`config.mk`:
```
export PLATFORM = sky130hd
export DESIGN_NAME = filter_stream_ctrl
export DESIGN_NICKNAME = d
export VERILOG_FILES = /design/src/rtl/filter_stream_ctrl.sv
export SDC_FILE = /design/constraint.sdc
export NUM_CORES = 1
export LEC_CHECK = 0
export ABC_AREA = 1
export CORE_MARGIN = 2
export CORE_UTILIZATION = 30
export DETAILED_ROUTE_END_ITERATION = 8
export SLEW_MARGIN = 25
export SYNTH_ARGS = -nofsm -noshare
export SYNTH_HDL_FRONTEND = slang
export SYNTH_SLANG_ARGS = --single-unit
```
`constraint.sdc`:
```
create_clock -name clk -period 4.44 [get_ports clk]
set_clock_uncertainty 0.15 [all_clocks]
set_input_delay 0.666 -clock clk [delete_from_list [all_inputs] [get_ports clk]]
set_output_delay 0.666 -clock clk [all_outputs]
set_load 0.05 [all_outputs]
```
`src/rtl/filter_stream_ctrl.sv`:
```
// Flow-control wrapper around a free-running 7x7 adder tree: follows accepted pixels through the
// fixed tree latency, tags each result with raster coordinates and queues it in a credit-guarded FIFO.
module filter_stream_ctrl #(
   parameter int PIX_BIT    = 8,
   parameter int MASK_WIDTH = 7,
   parameter int PIPE_LAT   = 6,
   parameter int FIFO_DEPTH = 8,
   parameter int IMG_WIDTH  = 640,
   parameter int IMG_HEIGHT = 480
) (
   input  logic                  clk,
   input  logic                  reset,
   input  logic                  in_valid,
   input  logic                  in_sof,
   output logic                  in_ready,
   input  logic signed [PIX_BIT:0] q_in,
   output logic                  out_valid,
   input  logic                  out_ready,
   output logic signed [PIX_BIT:0] out_data,
   output logic [15:0]           out_col,
   output logic [15:0]           out_row,
   output logic                  out_border,
   output logic                  out_eof,
   output logic                  frame_done,
   output logic                  err_sof
);
   localparam int TOTAL  = IMG_WIDTH * IMG_HEIGHT;
   localparam int CNT_W  = $clog2(TOTAL + 1);
   localparam int PTR_W  = $clog2(FIFO_DEPTH);
   localparam int FCNT_W = PTR_W + 1;
   localparam int IFL_W  = $clog2(PIPE_LAT + 1);

   typedef enum logic [1:0] {S_IDLE, S_RUN, S_FLUSH} state_t;
   typedef struct packed {
      logic v;
      logic sof;
      logic eof;
   } token_t;
   typedef struct packed {
      logic [PIX_BIT:0] data;
      logic [15:0]      col;
      logic [15:0]      row;
      logic             border;
      logic             eof;
   } entry_t;

   state_t            r_state, w_state_nxt;
   logic [CNT_W-1:0]  r_in_cnt, w_cnt_nxt;
   logic              w_accept, w_issue, w_last, w_sof_err;
   logic              r_err_sof;
   token_t            r_pipe [PIPE_LAT];
   token_t            w_tail;
   logic [IFL_W-1:0]  r_inflight;
   logic [15:0]       r_col, r_row;
   entry_t            w_entry, w_head;
   entry_t            r_mem [FIFO_DEPTH];
   logic [PTR_W-1:0]  r_wr_ptr, r_rd_ptr;
   logic [FCNT_W-1:0] r_fifo_cnt;
   logic              w_pop;

   assign w_accept = in_valid & in_ready;
   assign w_tail   = r_pipe[PIPE_LAT-1];

   // NOTE: clocked state uses non-blocking assignments so every register samples pre-edge values.
   always_ff @(posedge clk or posedge reset) begin
      if (reset) begin
         r_state   <= S_IDLE;
         r_in_cnt  <= '0;
         r_err_sof <= 1'b0;
      end else begin
         r_state <= w_state_nxt;
         if (w_issue)   r_in_cnt  <= w_cnt_nxt;
         if (w_sof_err) r_err_sof <= 1'b1;
      end
   end

   // NOTE: every comb output gets a default first, so no path can infer a latch.
   always_comb begin
      w_state_nxt = r_state;
      w_issue     = 1'b0;
      w_sof_err   = 1'b0;
      w_cnt_nxt   = r_in_cnt;
      unique case (r_state)
         S_IDLE: begin
            if (w_accept && in_sof) begin
               w_issue   = 1'b1;
               w_cnt_nxt = CNT_W'(1);
            end else if (w_accept) begin
               w_sof_err = 1'b1;
            end
         end
         S_RUN: begin
            if (w_accept) begin
               w_issue   = 1'b1;
               w_sof_err = in_sof;
               w_cnt_nxt = in_sof ? CNT_W'(1) : r_in_cnt + CNT_W'(1);
            end
         end
         S_FLUSH: if (r_inflight == '0) w_state_nxt = S_IDLE;
         default: w_state_nxt = S_IDLE;
      endcase
      w_last = w_issue && (w_cnt_nxt == CNT_W'(TOTAL));
      if (w_issue) w_state_nxt = w_last ? S_FLUSH : S_RUN;
   end

   // Credit counts only registered occupancy; a same-cycle pop frees its slot one cycle later.
   always_comb begin
      in_ready   = (r_state != S_FLUSH) && ((32'(r_inflight) + 32'(r_fifo_cnt)) < FIFO_DEPTH);
      frame_done = (r_state == S_FLUSH) && (r_inflight == '0);
   end

   always_ff @(posedge clk or posedge reset) begin
      if (reset) begin
         for (int i = 0; i < PIPE_LAT; i++) r_pipe[i] <= '0;
         r_inflight <= '0;
      end else begin
         r_pipe[0] <= '{v: w_issue, sof: in_sof, eof: w_last};
         for (int i = 1; i < PIPE_LAT; i++) r_pipe[i] <= r_pipe[i-1];
         if (w_issue && !w_tail.v)      r_inflight <= r_inflight + IFL_W'(1);
         else if (!w_issue && w_tail.v) r_inflight <= r_inflight - IFL_W'(1);
      end
   end

   always_comb begin
      w_entry.data   = q_in;
      w_entry.col    = w_tail.sof ? '0 : r_col;
      w_entry.row    = w_tail.sof ? '0 : r_row;
      w_entry.border = (w_entry.col < 16'(MASK_WIDTH-1)) || (w_entry.row < 16'(MASK_WIDTH-1));
      w_entry.eof    = w_tail.eof;
   end

   always_ff @(posedge clk or posedge reset) begin
      if (reset) begin
         r_col <= '0;
         r_row <= '0;
      end else if (w_tail.v) begin
         if (w_tail.eof) begin
            r_col <= '0;
            r_row <= '0;
         end else if (w_entry.col == 16'(IMG_WIDTH-1)) begin
            r_col <= '0;
            r_row <= w_entry.row + 16'd1;
         end else begin
            r_col <= w_entry.col + 16'd1;
            r_row <= w_entry.row;
         end
      end
   end

   assign out_valid = (r_fifo_cnt != '0);
   assign w_pop     = out_valid & out_ready;

   always_ff @(posedge clk or posedge reset) begin
      if (reset) begin
         r_wr_ptr   <= '0;
         r_rd_ptr   <= '0;
         r_fifo_cnt <= '0;
      end else begin
         if (w_tail.v) r_wr_ptr <= r_wr_ptr + PTR_W'(1);
         if (w_pop)    r_rd_ptr <= r_rd_ptr + PTR_W'(1);
         if (w_tail.v && !w_pop)      r_fifo_cnt <= r_fifo_cnt + FCNT_W'(1);
         else if (!w_tail.v && w_pop) r_fifo_cnt <= r_fifo_cnt - FCNT_W'(1);
      end
   end

   // NOTE: storage is not reset; the head fields are masked to zero whenever the FIFO is empty.
   always_ff @(posedge clk) begin
      if (w_tail.v) r_mem[r_wr_ptr] <= w_entry;
   end

   assign w_head = r_mem[r_rd_ptr];

   always_comb begin
      out_data   = out_valid ? w_head.data   : '0;
      out_col    = out_valid ? w_head.col    : '0;
      out_row    = out_valid ? w_head.row    : '0;
      out_border = out_valid ? w_head.border : 1'b0;
      out_eof    = out_valid ? w_head.eof    : 1'b0;
   end

   assign err_sof = r_err_sof;

endmodule

```
=== Word level (Yosys, flattened, before mapping) ===
Memory sizes are Yosys's and may differ from the RTL's.
Cells that the tools add are included.

* Bits in latches: 0
* Output and inout port bits: 47
* Word-level logic and storage cells: 100
* Input bits: 14
* Memories: 1
* Memory bits (writable): 344
* Memory bits (read-only): 0
* Register bits after elaboration: 85

* Reduce and logical (&&, ||, !) cells: 19
* Magnitude comparators: 3
* Div/mod/pow operators: 0
* Mux-type cells: 31
* Bitwise gates (word level): 2
* $mul: 0
* Add/sub/neg operators: 10
* Equality and inequality tests: 7
* Shift operators: 0

{| class="wikitable"
|+ Memory list
! memory !! words !! bits a word !! rd ports !! clocked after memory_dff !! write ports !! RTL line !! source
|-
| r_mem || 8 || 43 || 1 || 0 || 1 || 56 || <nowiki>entry_t r_mem [FIFO_DEPTH];</nowiki>
|}

{| class="wikitable"
|+ Operator list
! kind !! count
|-
| two-way mux 16 bit || 8
|-
| two-way mux 19 bit || 3
|-
| one-hot mux 19 bit (2 select lines) || 1
|-
| adder 16 x 1 -> 16 bit, second input constant || 2
|-
| < comparator 16 x 3 -> 1 bit, second input constant || 2
|-
| adder 19 x 1 -> 19 bit, second input constant || 1
|-
| == test 19 bit, second input constant || 1
|-
| == test 16 x 10 -> 1 bit, second input constant || 1
|-
| adder 3 x 1 -> 3 bit, second input constant || 3
|-
| two-way mux 9 bit || 1
|-
| logical AND 1 bit || 8
|-
| two-way mux 1 bit || 8
|-
| two-way mux 4 bit || 2
|-
| two-way mux 2 bit || 3
|-
| two-way mux 3 bit || 2
|-
| adder 3 x 4 -> 5 bit || 1
|-
| < comparator 5 x 4 -> 1 bit, second input constant || 1
|-
| adder 4 x 1 -> 4 bit, second input constant || 1
|-
| one-hot mux 1 bit (2 select lines) || 2
|-
| one-hot mux 2 bit (2 select lines) || 1
|-
| nonzero test 2 bit || 2
|-
| nonzero test 4 bit || 1
|-
| subtractor 4 x 1 -> 4 bit, second input constant || 1
|-
| zero test 1 bit || 3
|-
| 12 further kinds || 13
|}

=== Depth between registers and ports, before layout ===
Gate-level depths: netlist of run 1.

* Word-level depth: 11
* Depth in mapped cells: 18
* Mapped depth without buffers: 17

=== Worst setup path after synthesis of run 1 ===
Ideal clock, no wire load.

* Kind: register -> register
* Start point: reg r_pipe[2] in the netlist's numbering
* End point: mem r_mem[0][0] in the netlist's numbering (enable)
* Required time: 3,847 ps
* Slack: 1,098 ps
* Stages on the path, launching flop included: 5
* Buffers on the path: 1
* Setup time: 443 ps
* Arrival: 2,749 ps
* Period minus slack after synthesis: 3,342 ps
* Cells stage by stage: dfrtp_1 inv_1 clkbuf_1 or2_2 nor2_1

* Longest elaborated chain between the ends: 2

{| class="wikitable"
|+ RTL lines
! what !! RTL line !! source
|-
| start: declaration || 51 || <nowiki>token_t r_pipe [PIPE_LAT];</nowiki>
|-
| two-way mux 1 bit || 168 || <nowiki>if (w_tail.v) r_mem[r_wr_ptr] <= w_entry;</nowiki>
|-
| two-way mux 1 bit (implied by the code) || 168 ||
|-
| end: declaration || 56 ||
|}

Every way passes these cells.

=== Worst setup path after layout of run 1 ===
* Start point: reg r_rd_ptr[0]
* End point: out out_col[0]

* Longest elaborated chain between the ends: 2

{| class="wikitable"
|+ RTL lines
! what !! RTL line !! source
|-
| start: declaration || 57 || <nowiki>logic [PTR_W-1:0] r_wr_ptr, r_rd_ptr;</nowiki>
|-
| start signal: assignment || 160 || <nowiki>if (w_pop) r_rd_ptr <= r_rd_ptr + PTR_W'(1);</nowiki>
|-
| memory (8 x 43 bit) || n/a ||
|-
| two-way mux 16 bit || 175 || <nowiki>out_col = out_valid ? w_head.col : '0;</nowiki>
|-
| end: declaration || 20 || <nowiki>output logic [15:0] out_col,</nowiki>
|}

Every way passes these cells.

==> summary by stage, run 1 <==
STA
The final number of hold-violating endpoints is 0. The time the final worst path needs with I/O delays and setup is 4090 ps. The worst slew margin relative to its limit is 0.351. For the pin with the worst max-slew slack, the measured transition is 971 ps. Setup repair after global routing left no endpoint under its margin. The final total negative setup slack is 0 ps. The highest clock rate is 245 MHz. The final max-slew violation count is 0.

Setup violations remaining at the end of the flow were counted as 0. The final cycle utilization of the critical path is 0.921. The worst hold slack is 195 ps.

Place
The congestion estimate from routability-driven global placement came to 0.885. Buffers placed on the I/O ports in this run total 60. The number of cells after detailed placement is 2468.

The sum of net half-perimeters after detailed placement is 24500 µm.

Critical path
The sort of element at the end of the critical path is an output port. The largest fanout on the critical path is 55. The kind of start point of the critical path is a flop.

The critical path buffer and inverter count is 2. The start of the worst register-to-register path is r_fifo_cnt[0]. The largest stage delay on the critical path is 860 ps. The capture point of the worst reg-to-reg path is r_fifo_cnt[3]. The cell with the largest stage delay on the worst path is sky130_fd_sc_hd__clkdlybuf4s50_1. For the worst flop-to-flop path, the logic depth is 12. For the worst setup path, the data required time is 3620 ps. The critical path goes through inv_4, o21ai_0, o22ai_1, o21ai_0, a31oi_1, clkdlybuf4s50_1. The family with the most delay on the worst path is buffers and inverters. The most common cell type on the critical path is sky130_fd_sc_hd__o21ai_0. The setup check on the worst reg-to-reg path leaves a slack of 1180 ps. The critical path start-end classification is reg2out. Data on the critical path arrives at its endpoint at 3270 ps.

Power and ir drop
The analysis attributes to cell leakage a power of 7.12 nW. For this design the ratio of total power to cell area is 585 nW/µm². The maximum resistive drop on vdd is 0.358 mV. Overall power consumption after layout is estimated at 0.0126 W.

Floorplanning
The die extent in y is 252 µm. The overall die width is 252 µm. The core footprint is 60600 µm².

The row count is 90. The initial cell density of the core is 0.304. The floorplan step defined a die boundary enclosing 63400 µm². 61 I/O pins were placed.

Layout
The area added between synthesis and finish is 16.6%. The final net count is 1761. At the end of the flow the core is filled with cells to 0.355.

In the final layout, the share of cells above drive strength 1 is 0.103. The non-filler instance count after layout is 2553. The number of diodes is 0.

CTS
The quantity of hold-fixing buffers added after cts is 0. TritonCTS built the clock tree. Clock-pin slew was measured on the worst setup and hold paths at 60 ps. The number of gates resized after CTS was 0. The H-tree depth is 2. The post-CTS setup repair buffer count is 0. The number of buffers created by CTS is 46. The insertion delay of the later-clocked pin in the worst-skew pair is 600 ps.

The clock sink count is 429. In this run the deepest clock path goes through 3 buffers. In this run the clock root is driven by a sky130_fd_sc_hd__clkbuf_16.

Route
The total routed wirelength is 43300 µm. For this run, design rule violations remaining after detail routing come to 0. The first TritonRoute pass finished after 5 iterations. The via count normalized by instance count is 4.90. The violation count after the first detailed-routing iteration is 830. Detailed routing inserted a total of 12500 vias. After detailed routing, the average wire length per cell comes to 16.9 µm.

Once detail routing completed, the nets flagged for antenna violations numbered 0.

Worst hold path
The worst hold path class is reg2reg. The worst hold path passes through 0 cells. The beginning of the worst hold path is r_pipe[8]. The path with the worst hold slack has its endpoint at r_pipe[5].

Global routing
Across every metal layer, demand over resource in global routing totals 0.136. The number of antenna violations at the first check in global routing is 0. The via count of the first global-routing pass is 12400. The total congestion overflow is 0. The first global-routing pass estimated 68500 µm of wire. Entering global routing, the biggest net connects 86 pins.

Logic synthesis
The number of flops mapped to enable cells by yosys is 344. The Yosys step of the flow raised 0 warnings. Counting every net in the synthesized netlist gives 1710. The post-synthesis instance area is 18400 µm². For this run, the register share of the synthesized area comes to 0.676. The cell count after synthesis is 1683. The number of different library cells in the post-synthesis netlist is 50.

The total of flip-flops plus latches after synthesis is 429. In the synthesized netlist the async set-or-reset flop fraction comes to 0.198. In the synthesized netlist the dominant register cell turns out to be sky130_fd_sc_hd__edfxtp_1. The average footprint of a synthesized cell is 11.0 µm².

Status
The run finished with clean final reports.

Flow run
The tool flagged a number of max-cap violations equal to 0.
[layout by cell type, fill, tap and decap left out, types with 9 or more instances in the layout]
cell                              Yosys  routed
sky130_fd_sc_hd__a21oi_1             12      12
sky130_fd_sc_hd__nor2_1             345     337
sky130_fd_sc_hd__o21ai_0            256     256
sky130_fd_sc_hd__xor2_1              18      18
sky130_fd_sc_hd__buf_12               0      11
sky130_fd_sc_hd__nor3_1              13      13
sky130_fd_sc_hd__clkdlybuf4s50_1      0      26
sky130_fd_sc_hd__o22ai_1             54      54
sky130_fd_sc_hd__inv_2                7       9
sky130_fd_sc_hd__a31oi_1             43      43
sky130_fd_sc_hd__clkinv_1             1       9
sky130_fd_sc_hd__clkbuf_1            71      12
sky130_fd_sc_hd__edfxtp_1           344     344
sky130_fd_sc_hd__nand2_1            179     179
sky130_fd_sc_hd__nand3_1             36      36
sky130_fd_sc_hd__nand4_1             14      14
sky130_fd_sc_hd__ha_1                11      11
sky130_fd_sc_hd__buf_4                4      50
sky130_fd_sc_hd__dfrtp_1             85      83
sky130_fd_sc_hd__clkbuf_16            0      46
sky130_fd_sc_hd__inv_1              108     104
sky130_fd_sc_hd__nor2_4               6      14
[synth_stat cells (13+ instances only)]
cell type / instances / area, µm²
sky130_fd_sc_hd__clkbuf_1: 71 / 267
sky130_fd_sc_hd__inv_1: 108 / 405
sky130_fd_sc_hd__nor3_1: 13 / 65.1
sky130_fd_sc_hd__o22ai_1: 54 / 338
sky130_fd_sc_hd__dfrtp_1: 85 / 2130
sky130_fd_sc_hd__nor2_1: 345 / 1290
sky130_fd_sc_hd__xor2_1: 18 / 158
sky130_fd_sc_hd__nand4_1: 14 / 87.6
sky130_fd_sc_hd__edfxtp_1: 344 / 10300
sky130_fd_sc_hd__nand3_1: 36 / 180
sky130_fd_sc_hd__a31oi_1: 43 / 269
sky130_fd_sc_hd__o21ai_0: 256 / 1280
sky130_fd_sc_hd__nand2_1: 179 / 672
[per-layer routing]
layer	GRT usage	wire, µm	vias up
met2	0.225	20300	334
li1	-	-	5999
met4	0.0431	985	0
met3	0.0259	2390	72
met1	0.181	19600	6100
met5	0	0	-
[sequential cells by signal, indices dropped and copies added (netlist names)]
name,count
r_inflight,3
r_in_cnt,19
r_mem,344
r_fifo_cnt,4
r_rd_ptr,3
r_state,2
r_row,16
r_pipe,18
r_wr_ptr,3
err_sof,1
r_col,16
[cells by family (layout without fill, tap and decap cells)]
family          after synthesis  after routing  share of synthesized area
xor+xnor                     24             24                     0.0114
fa+ha+maj                    13             13                    0.00964
flops                       429            429                      0.676
simple gates                628            628                      0.145
buf+inv                     200            288                     0.0426
compound gates              387            387                      0.115
mux                           2              2                    0.00122
[report_power, final]
part / total [W] / leakage, nW / internal, W / switching (W)
sequential: 0.00445 / 3.65 / 0.00434 / 0.000103
clock: 0.00380 / 0.729 / 0.00223 / 0.00157
combinational: 0.00432 / 2.74 / 0.00129 / 0.00302
total: 0.0126 / 7.12 / 0.00787 / 0.00470
[stage by stage]
step                      setup slack [ps]  instance area, µm²
after floorplan                       1100               18400
after global placement                 984               20000
after detailed placement               979               20000
after CTS                              322               21500
after global routing                   155               21500
final                                  352               21500
[worst max-delay path by stage]
stage                start          end  cells after the start
2_1_floorplan    r_pipe[2]  r_mem[0][0]                      4
3_3_place_gp   r_rd_ptr[0]   out_col[3]                      6
3_5_place_dp   r_rd_ptr[0]   out_col[0]                      6
4_1_cts        r_rd_ptr[0]   out_col[1]                      6
5_1_grt        r_rd_ptr[0]   out_col[1]                      6
6_report       r_rd_ptr[0]   out_col[0]                      6
[cell type report]
cell class | instances | area, µm²
Clock buffer | 59 | 1210
Inverter | 116 | 440
Clock inverter | 26 | 292
Multi-Input combinational cell | 1054 | 5250
Timing Repair Buffer | 87 | 856
Fill cell | 5927 | 39100
Sequential cell | 429 | 12500
Tap cell | 782 | 978
Power figures use the tool's default switching activity.
==> inputs of run 2 (changes only) <==
--- a/config.mk
+++ b/config.mk
@@ -6,6 +6,7 @@
 export NUM_CORES = 1
 export LEC_CHECK = 0
 export ABC_AREA = 1
+export CAP_MARGIN = 20
 export CORE_MARGIN = 2
 export CORE_UTILIZATION = 30
 export DETAILED_ROUTE_END_ITERATION = 8
==> constraint.sdc (replaced) <==
create_clock -name clk -period 4.44 [get_ports clk]
set_clock_uncertainty 0.15 [all_clocks]
set_input_delay 0.888 -clock clk [delete_from_list [all_inputs] [get_ports clk]]
set_output_delay 0.888 -clock clk [all_outputs]
set_load 0.05 [all_outputs]
==> run 2 against run 1 <==
  * Final area rose by 1.5%
  * Routed wire length grew 1.3%
  * Sequential share of layout area fell by 0.84 points
  * Count of clock-buffer cells in the layout grew 3
  * Largest cell class unchanged
==> summary by stage, run 2 (synthesis results as in run 1) <==
Floorplanning
The die is 252 µm wide. In this run the vertical extent of the chip is 252 µm. After floorplanning, the core was divided into 90 placement rows. For this configuration, the core starts out at a cell density of 0.304.

The total area inside the core boundary comes to 60600 µm². The die covers 63400 µm². 61 I/O pins were placed.

Layout
The final layout contains 1766 nets. At the end of the flow the core is filled with cells to 0.360. Leaving out fill and tap cells, the most frequent cell in the layout is sky130_fd_sc_hd__edfxtp_1. The area growth from synthesis to layout is 18.3%. After filler insertion, the fill cell instance count of the layout stands at 5892. The largest registers in the layout are r_mem (344), r_in_cnt (19), r_pipe (18).

The register with the most flip-flops is r_mem. The number of diodes is 0. In the final layout, flip-flops and latches occupy 12500 µm². The fraction of final layout cells sized beyond drive strength 1 is 0.113.

The multi-input combinational cells in the finished layout cover a total of 5250 µm². The non-filler instance count after layout is 2558. Leaving out fill and tap cells, the most frequent cells in the layout are sky130_fd_sc_hd__edfxtp_1, sky130_fd_sc_hd__nor2_1, sky130_fd_sc_hd__o21ai_0, sky130_fd_sc_hd__nand2_1, sky130_fd_sc_hd__inv_1. The number of flip-flops under the largest register name is 344.

Critical path
Traced cell by cell, the critical path runs through inv_4, buf_4, buf_4, o21ai_0, o22ai_1, o21ai_0, a31oi_1, buf_12. The kind of start point of the critical path is a flop. The worst path arrival time is 3150 ps. In this run the critical register-to-register path is captured at r_row[12]. Setup slack on the worst reg-to-reg path comes out at 930 ps. Counting both buffers and inverters, the worst setup path holds a total of 4. The start of the worst register-to-register path is r_pipe[1]. Measured in cells, the most critical reg-to-reg path has a length of 15.

Of all nets on the critical path, the largest fanout is 60. Grouping stages by cell kind, the critical path spends the most delay in buffers and inverters. The largest stage delay on the critical path is 720 ps. The critical path data required time is 3400 ps. The cell with the largest stage delay on the worst path is sky130_fd_sc_hd__dfrtp_4. The critical path is of the reg2out type. The sort of element at the end of the critical path is an output port.

Worst hold path
For hold timing, the worst endpoint is r_pipe[11]. In this run the most critical hold path is launched from r_pipe[14]. The cell depth of the worst min-delay path is 0. The path class of the tightest hold or removal check is reg2reg.

Route
Summing over every cut layer, the via total after detailed routing is 12500. The count of TritonRoute iterations in the first routing pass is 5. In the routed design, unresolved DRC markers number 0. Once detail routing completed, the nets flagged for antenna violations numbered 0. Using the TritonRoute via totals, the vias-per-cell ratio works out to 4.88. The total routed wirelength is 43800 µm. After the first detailed-routing iteration, the DRC count stood at 939. The per-cell routed wire length is 17.1 µm.

Place
Detailed placement ended at an HPWL of 25000 µm. Buffers placed on the I/O ports in this run total 60. Before CTS, the worst setup slack after placement is 861 ps. The global placer's final weighted congestion is 0.867. The number of cells after detailed placement is 2473.

CTS
The post-CTS setup repair buffer count is 0. The cell chosen for the clock root is sky130_fd_sc_hd__clkbuf_16. For this design, the sink count on the clock tree is 429. For the worst-skew pair, the clock arrives at the later sink with an insertion delay of 580 ps. CTS built an H-tree with a depth of 2. The number of buffers created by CTS is 46.

The clock tree from TritonCTS is yes. Gates resized during post-CTS repair numbered 0. Counting along the longest clock path gives a buffer depth of 3. Buffers inserted to repair hold after CTS numbered 0.

The clock transition at the registers of the reported paths is 50 ps.

Global routing
The via count of the first global-routing pass is 12100. The total global routing track utilization is 0.137. The met2 capacity usage during global routing is 0.230. The total congestion overflow is 0. The first-pass GRT wire length is 68800 µm. For this run, global-route usage on met3 was measured as 0.0214.

The global routing usage on met1 is 0.183. The largest net degree at the start of global routing is 90. The most utilized layer in the global route result is met2. The number of antenna violations at the first check in global routing is 0.

STA
Based on the critical path, the design can be clocked at up to 239 MHz. The final max-slew violation count is 0. The time the final worst path needs with I/O delays and setup is 4190 ps.

For the pin with the worst max-slew slack, the measured transition is 1020 ps. The final total negative setup slack is 0 ps. Dividing the final minimum period by the clock period gives 0.944. Measured against its own limit, the worst slew margin works out to 0.319. The final number of hold-violating endpoints is 0.

The number of endpoints failing setup at the final stage is 0. The worst path setup slack after routing is 248 ps. Setup repair after global routing left no endpoint under its margin.

Status
The flow ran to the end, and the final reports show no timing, DRC or antenna violations.

Power and ir drop
VDD sags by at most 0.348 mV. The post-layout total power is 0.0131 W. For this design the ratio of total power to cell area is 602 nW/µm².

The analysis attributes to cell leakage a power of 7.27 nW.

Flow run
The number of max-cap violations is 0.
run 2: cell types whose count changed in the layout (fill, tap and decap cells not counted), sizes merged:
cell,change
buf,+14
clkdlybuf4s50,-9
clkbuf,+3
clkinv,+1
clkinvlp,+1
inv,-5
run 2: how the worst max path moves through the flow:
stage                     start           to  cells after the start
CTS                 r_rd_ptr[0]  out_data[2]                      8
global placement    r_rd_ptr[0]  out_data[6]                      8
global route        r_rd_ptr[0]  out_data[2]                      8
detailed placement  r_rd_ptr[0]  out_data[2]                      8
floorplan             r_pipe[2]  r_mem[0][0]                      4
finish              r_rd_ptr[0]  out_data[2]                      8
run 2: through the flow:
stage | area (µm²) | hold WS, ps
floorplan | 18400 | 181
global placement | 20300 | 183
detailed placement | 20300 | 185
CTS | 21800 | 192
global route | 21800 | 198
finish | 21800 | 192
run 2: final cells by class:
cell class,instances,share of cell area
Multi-Input combinational cell,1054,0.241
Tap cell,782,0.0449
Clock buffer,62,0.0578
Inverter,116,0.0201
Timing Repair Buffer,92,0.0526
Clock inverter,23,0.0123
Sequential cell,429,0.571
run 2: layer usage:
layer | vias to the layer above | wire length, µm
met5 | - | 0
met4 | 0 | 954
met3 | 71 | 2120
met2 | 350 | 21300
met1 | 6058 | 19500
li1 | 6016 | -
run 2: where the power goes:
| group | internal, W | total (W) | switching [W] |
|---|---|---|---|
| Clock | 0.00229 | 0.00385 | 0.00156 |
| Sequential | 0.00434 | 0.00451 | 0.000168 |
| Combinational | 0.00170 | 0.00476 | 0.00306 |
==> inputs of run 3 (changes only) <==
--- a/config.mk
+++ b/config.mk
@@ -10,6 +10,7 @@
 export CORE_MARGIN = 2
 export CORE_UTILIZATION = 30
 export DETAILED_ROUTE_END_ITERATION = 8
+export GPL_TIMING_DRIVEN = 0
 export SLEW_MARGIN = 25
 export SYNTH_ARGS = -nofsm -noshare
 export SYNTH_HDL_FRONTEND = slang
==> run 3 against run 2 <==
  * Cell count increased by 2.7%
  * Setup slack got worse by 130 ps
  * Routed wire length increased by 10%
  * Sequential power decreased by 3%
  * Die area unchanged
  * Flip-flop and latch count unchanged
  * Highest routed layer unchanged
  * Largest power group unchanged
  * First-iteration DRC count decreased by 1.4%
==> summary by stage, run 3 (synthesis results as in run 1) <==
STA
The final number of hold-violating endpoints came to 0. The final max-slew violation count is 0. Setup violations remaining at the end of the flow were counted as 0. The final cycle utilization of the critical path is 0.973. The time the final worst path needs with I/O delays and setup is 4320 ps. For the pin with the worst max-slew slack, the measured transition is 1130 ps. Setup repair after global routing left no endpoint under its margin.

The highest clock rate is 231 MHz. Headroom to the max-slew limit came out at 0.244.

Route
For this block, the initial DRC count from the detailed router was 926. The count of nets left with antenna violations once routing finished came out at 0. Detailed routing placed a total of 3120 µm of wire on met3. The routed design has 48200 µm of wire. The count of TritonRoute iterations in the first routing pass is 5. For this block, wires on met1 add up to 20300 µm. The met2 routed wirelength is 23500 µm. The total number of vias is 13000. Dividing the detail-routed wire length by the instance count gives 18.4 µm. Using the TritonRoute via totals, the vias-per-cell ratio works out to 4.94. After detailed routing, no signal wire sits above met4.

The number of remaining DRC errors is 0.

CTS
The cell chosen for the clock root is sky130_fd_sc_hd__clkbuf_16. Clock tree synthesis found a total of 429 sinks. The H-tree depth is 2. The post-CTS setup repair buffer count is 0. The maximum root-to-sink buffer count is 3.

The insertion delay of the later-clocked pin in the worst-skew pair is 590 ps. TritonCTS built the clock tree. The clock transition at the registers of the reported paths is 60 ps. The number of buffers created by CTS is 45.

Floorplanning
The die footprint is 63400 µm². The floorplan step set the die width to 252 µm. The floorplan has 90 rows. The die is 252 µm tall. In this run the standard cell core region covers 60600 µm². Pin placement for this block handled 61 I/O pins. The initial utilization of the core area, before any placement, comes to 0.304.

Place
The number of cells after detailed placement is 2544. The global placer's final weighted congestion is 0.868. The number of buffers inserted by port buffering is 60. The sum of net half-perimeters after detailed placement is 32500 µm.

Layout
After the last flow step, the layout net total stands at 1835. 0 antenna diodes ended up in the layout. The largest registers in the layout are r_mem (344), r_in_cnt (19), r_pipe (18). The library cell used most frequently in the layout, excluding fill and tap cells, is sky130_fd_sc_hd__edfxtp_1. Ranked by flip-flop count, first place goes to r_mem. The number of flip-flops under the largest register name is 344.

The area growth from synthesis to layout is 19.9%. Leaving out fill and tap cells, the most frequent cells in the layout are sky130_fd_sc_hd__edfxtp_1, sky130_fd_sc_hd__nor2_1, sky130_fd_sc_hd__o21ai_0, sky130_fd_sc_hd__nand2_1, sky130_fd_sc_hd__inv_1. The final design utilization is 0.365. The non-filler instance count after layout is 2626. Of the cells placed in the final design, the portion with a size suffix greater than 1 is 0.0965.

Power and ir drop
IR analysis of the VDD net gives a maximum drop of 0.251 mV. The share of total power dissipated in combinational logic is 0.347. Of the total power, registers draw 0.344. The analysis attributes to cell leakage a power of 7.34 nW.

The internal cell power is 0.00774 W. The switching share of total power is 0.393. Power spread over the standard cell area amounts to 577 nW/µm². The net load switching power is 0.00501 W. Of the total power, the clock network draws 0.309.

Worst hold path
The worst hold path class is reg2reg.

Global routing
Entering global routing, the biggest net connects 67 pins. The first-pass GRT wire length is 74500 µm. The total global routing track utilization is 0.152. The via count of the first global-routing pass is 12700. The number of antenna violations at the first check in global routing is 0.

Global routing finished with a remaining overflow of 0.

Critical path
The critical path start-end classification is reg2out. The worst path arrival time is 3280 ps. The largest fanout on the critical path is 10.

STA classifies the critical path startpoint as a flop. STA puts the critical path data required time at 3400 ps. The sort of element at the end of the critical path is an output port.

Flow run
The number of max-cap violations is 0.

Status
The flow ran to the end, and the final reports show no timing, DRC or antenna violations.
run 3: cell types whose count changed in the layout (fill, tap and decap cells not counted), sizes merged, moves of 2 or more:
cell	delta
clkinv	-3
inv	+2
dlygate4sd2	+27
clkdlybuf4s15	+15
buf	-43
clkbuf	+69
run 3: cell type report:
type	instances	area, µm²
clock inverter	22	313
sequential	429	12500
timing repair buffer	79	1060
fill	5908	38500
clock buffer	61	1230
multi-input combinational	1054	5250
buffer	83	368
inverter	116	442
tap	782	978
run 3: power by group through the flow:
| stage | clock, W | sequential (W) | combinational (W) |
|---|---|---|---|
| after global placement | 0 | 0.00446 | 0.00463 |
| final | 0.00394 | 0.00438 | 0.00443 |
| after CTS | 0.00401 | 0.00438 | 0.00450 |
| after detailed placement | 0 | 0.00447 | 0.00467 |
| after global routing | 0.00419 | 0.00439 | 0.00478 |
| after floorplan | 0 | 0.00445 | 0.00294 |
run 3: path summary, 6_finish.rpt:
kind	from	endpoint	slack, ps	cells after the start
max reg2reg	r_pipe[1]	r_col[11]	770	13
min reg2reg	r_pipe[3]	r_pipe[0]	190	0
max	r_fifo_cnt[0]	out_row[0]	120	6
max in group asynchronous	reset	r_pipe[3]	3030	3
min in group asynchronous	reset	r_in_cnt[9]	460	2
min	r_pipe[3]	r_pipe[0]	190	0
run 3: critical path: stages, from the launching register on:
cell and delay (ps):
sky130_fd_sc_hd__dfrtp_1 450, sky130_fd_sc_hd__nor4_1 710, sky130_fd_sc_hd__clkinv_2 400, sky130_fd_sc_hd__clkbuf_1 340
sky130_fd_sc_hd__o21ai_0 220, sky130_fd_sc_hd__a31oi_1 90, sky130_fd_sc_hd__dlygate4sd2_1 480
run 3: per-stage QoR:
stage | setup TNS [ps] | hold WS (ps) | worst slack [ps] | area (µm²) | power [W]
CTS | 0 | 196 | 0.168 | 22100 | 0.0129
global placement | -299950 | 182 | -972 | 20000 | 0.00910
floorplan | 0 | 181 | 1100 | 18400 | 0.00739
detailed placement | -368 | 185 | -119 | 20600 | 0.00914
global route | 0 | 205 | 17.1 | 22100 | 0.0134
finish | 0 | 194 | 119 | 22100 | 0.0127
run 3: what timing repair did:
item | 4_1_cts | 5_1_grt
resized for setup | 103 | 4
endpoints found under the setup margin | 44 | 43
hold buffers | 0 | 0
run 3: layer usage:
metal / track usage / vias up
met1: 0.196 / 6303
li1: - / 6155
met3: 0.0270 / 81
met4: 0.0463 / 0
met2: 0.261 / 422
met5: 0 / -
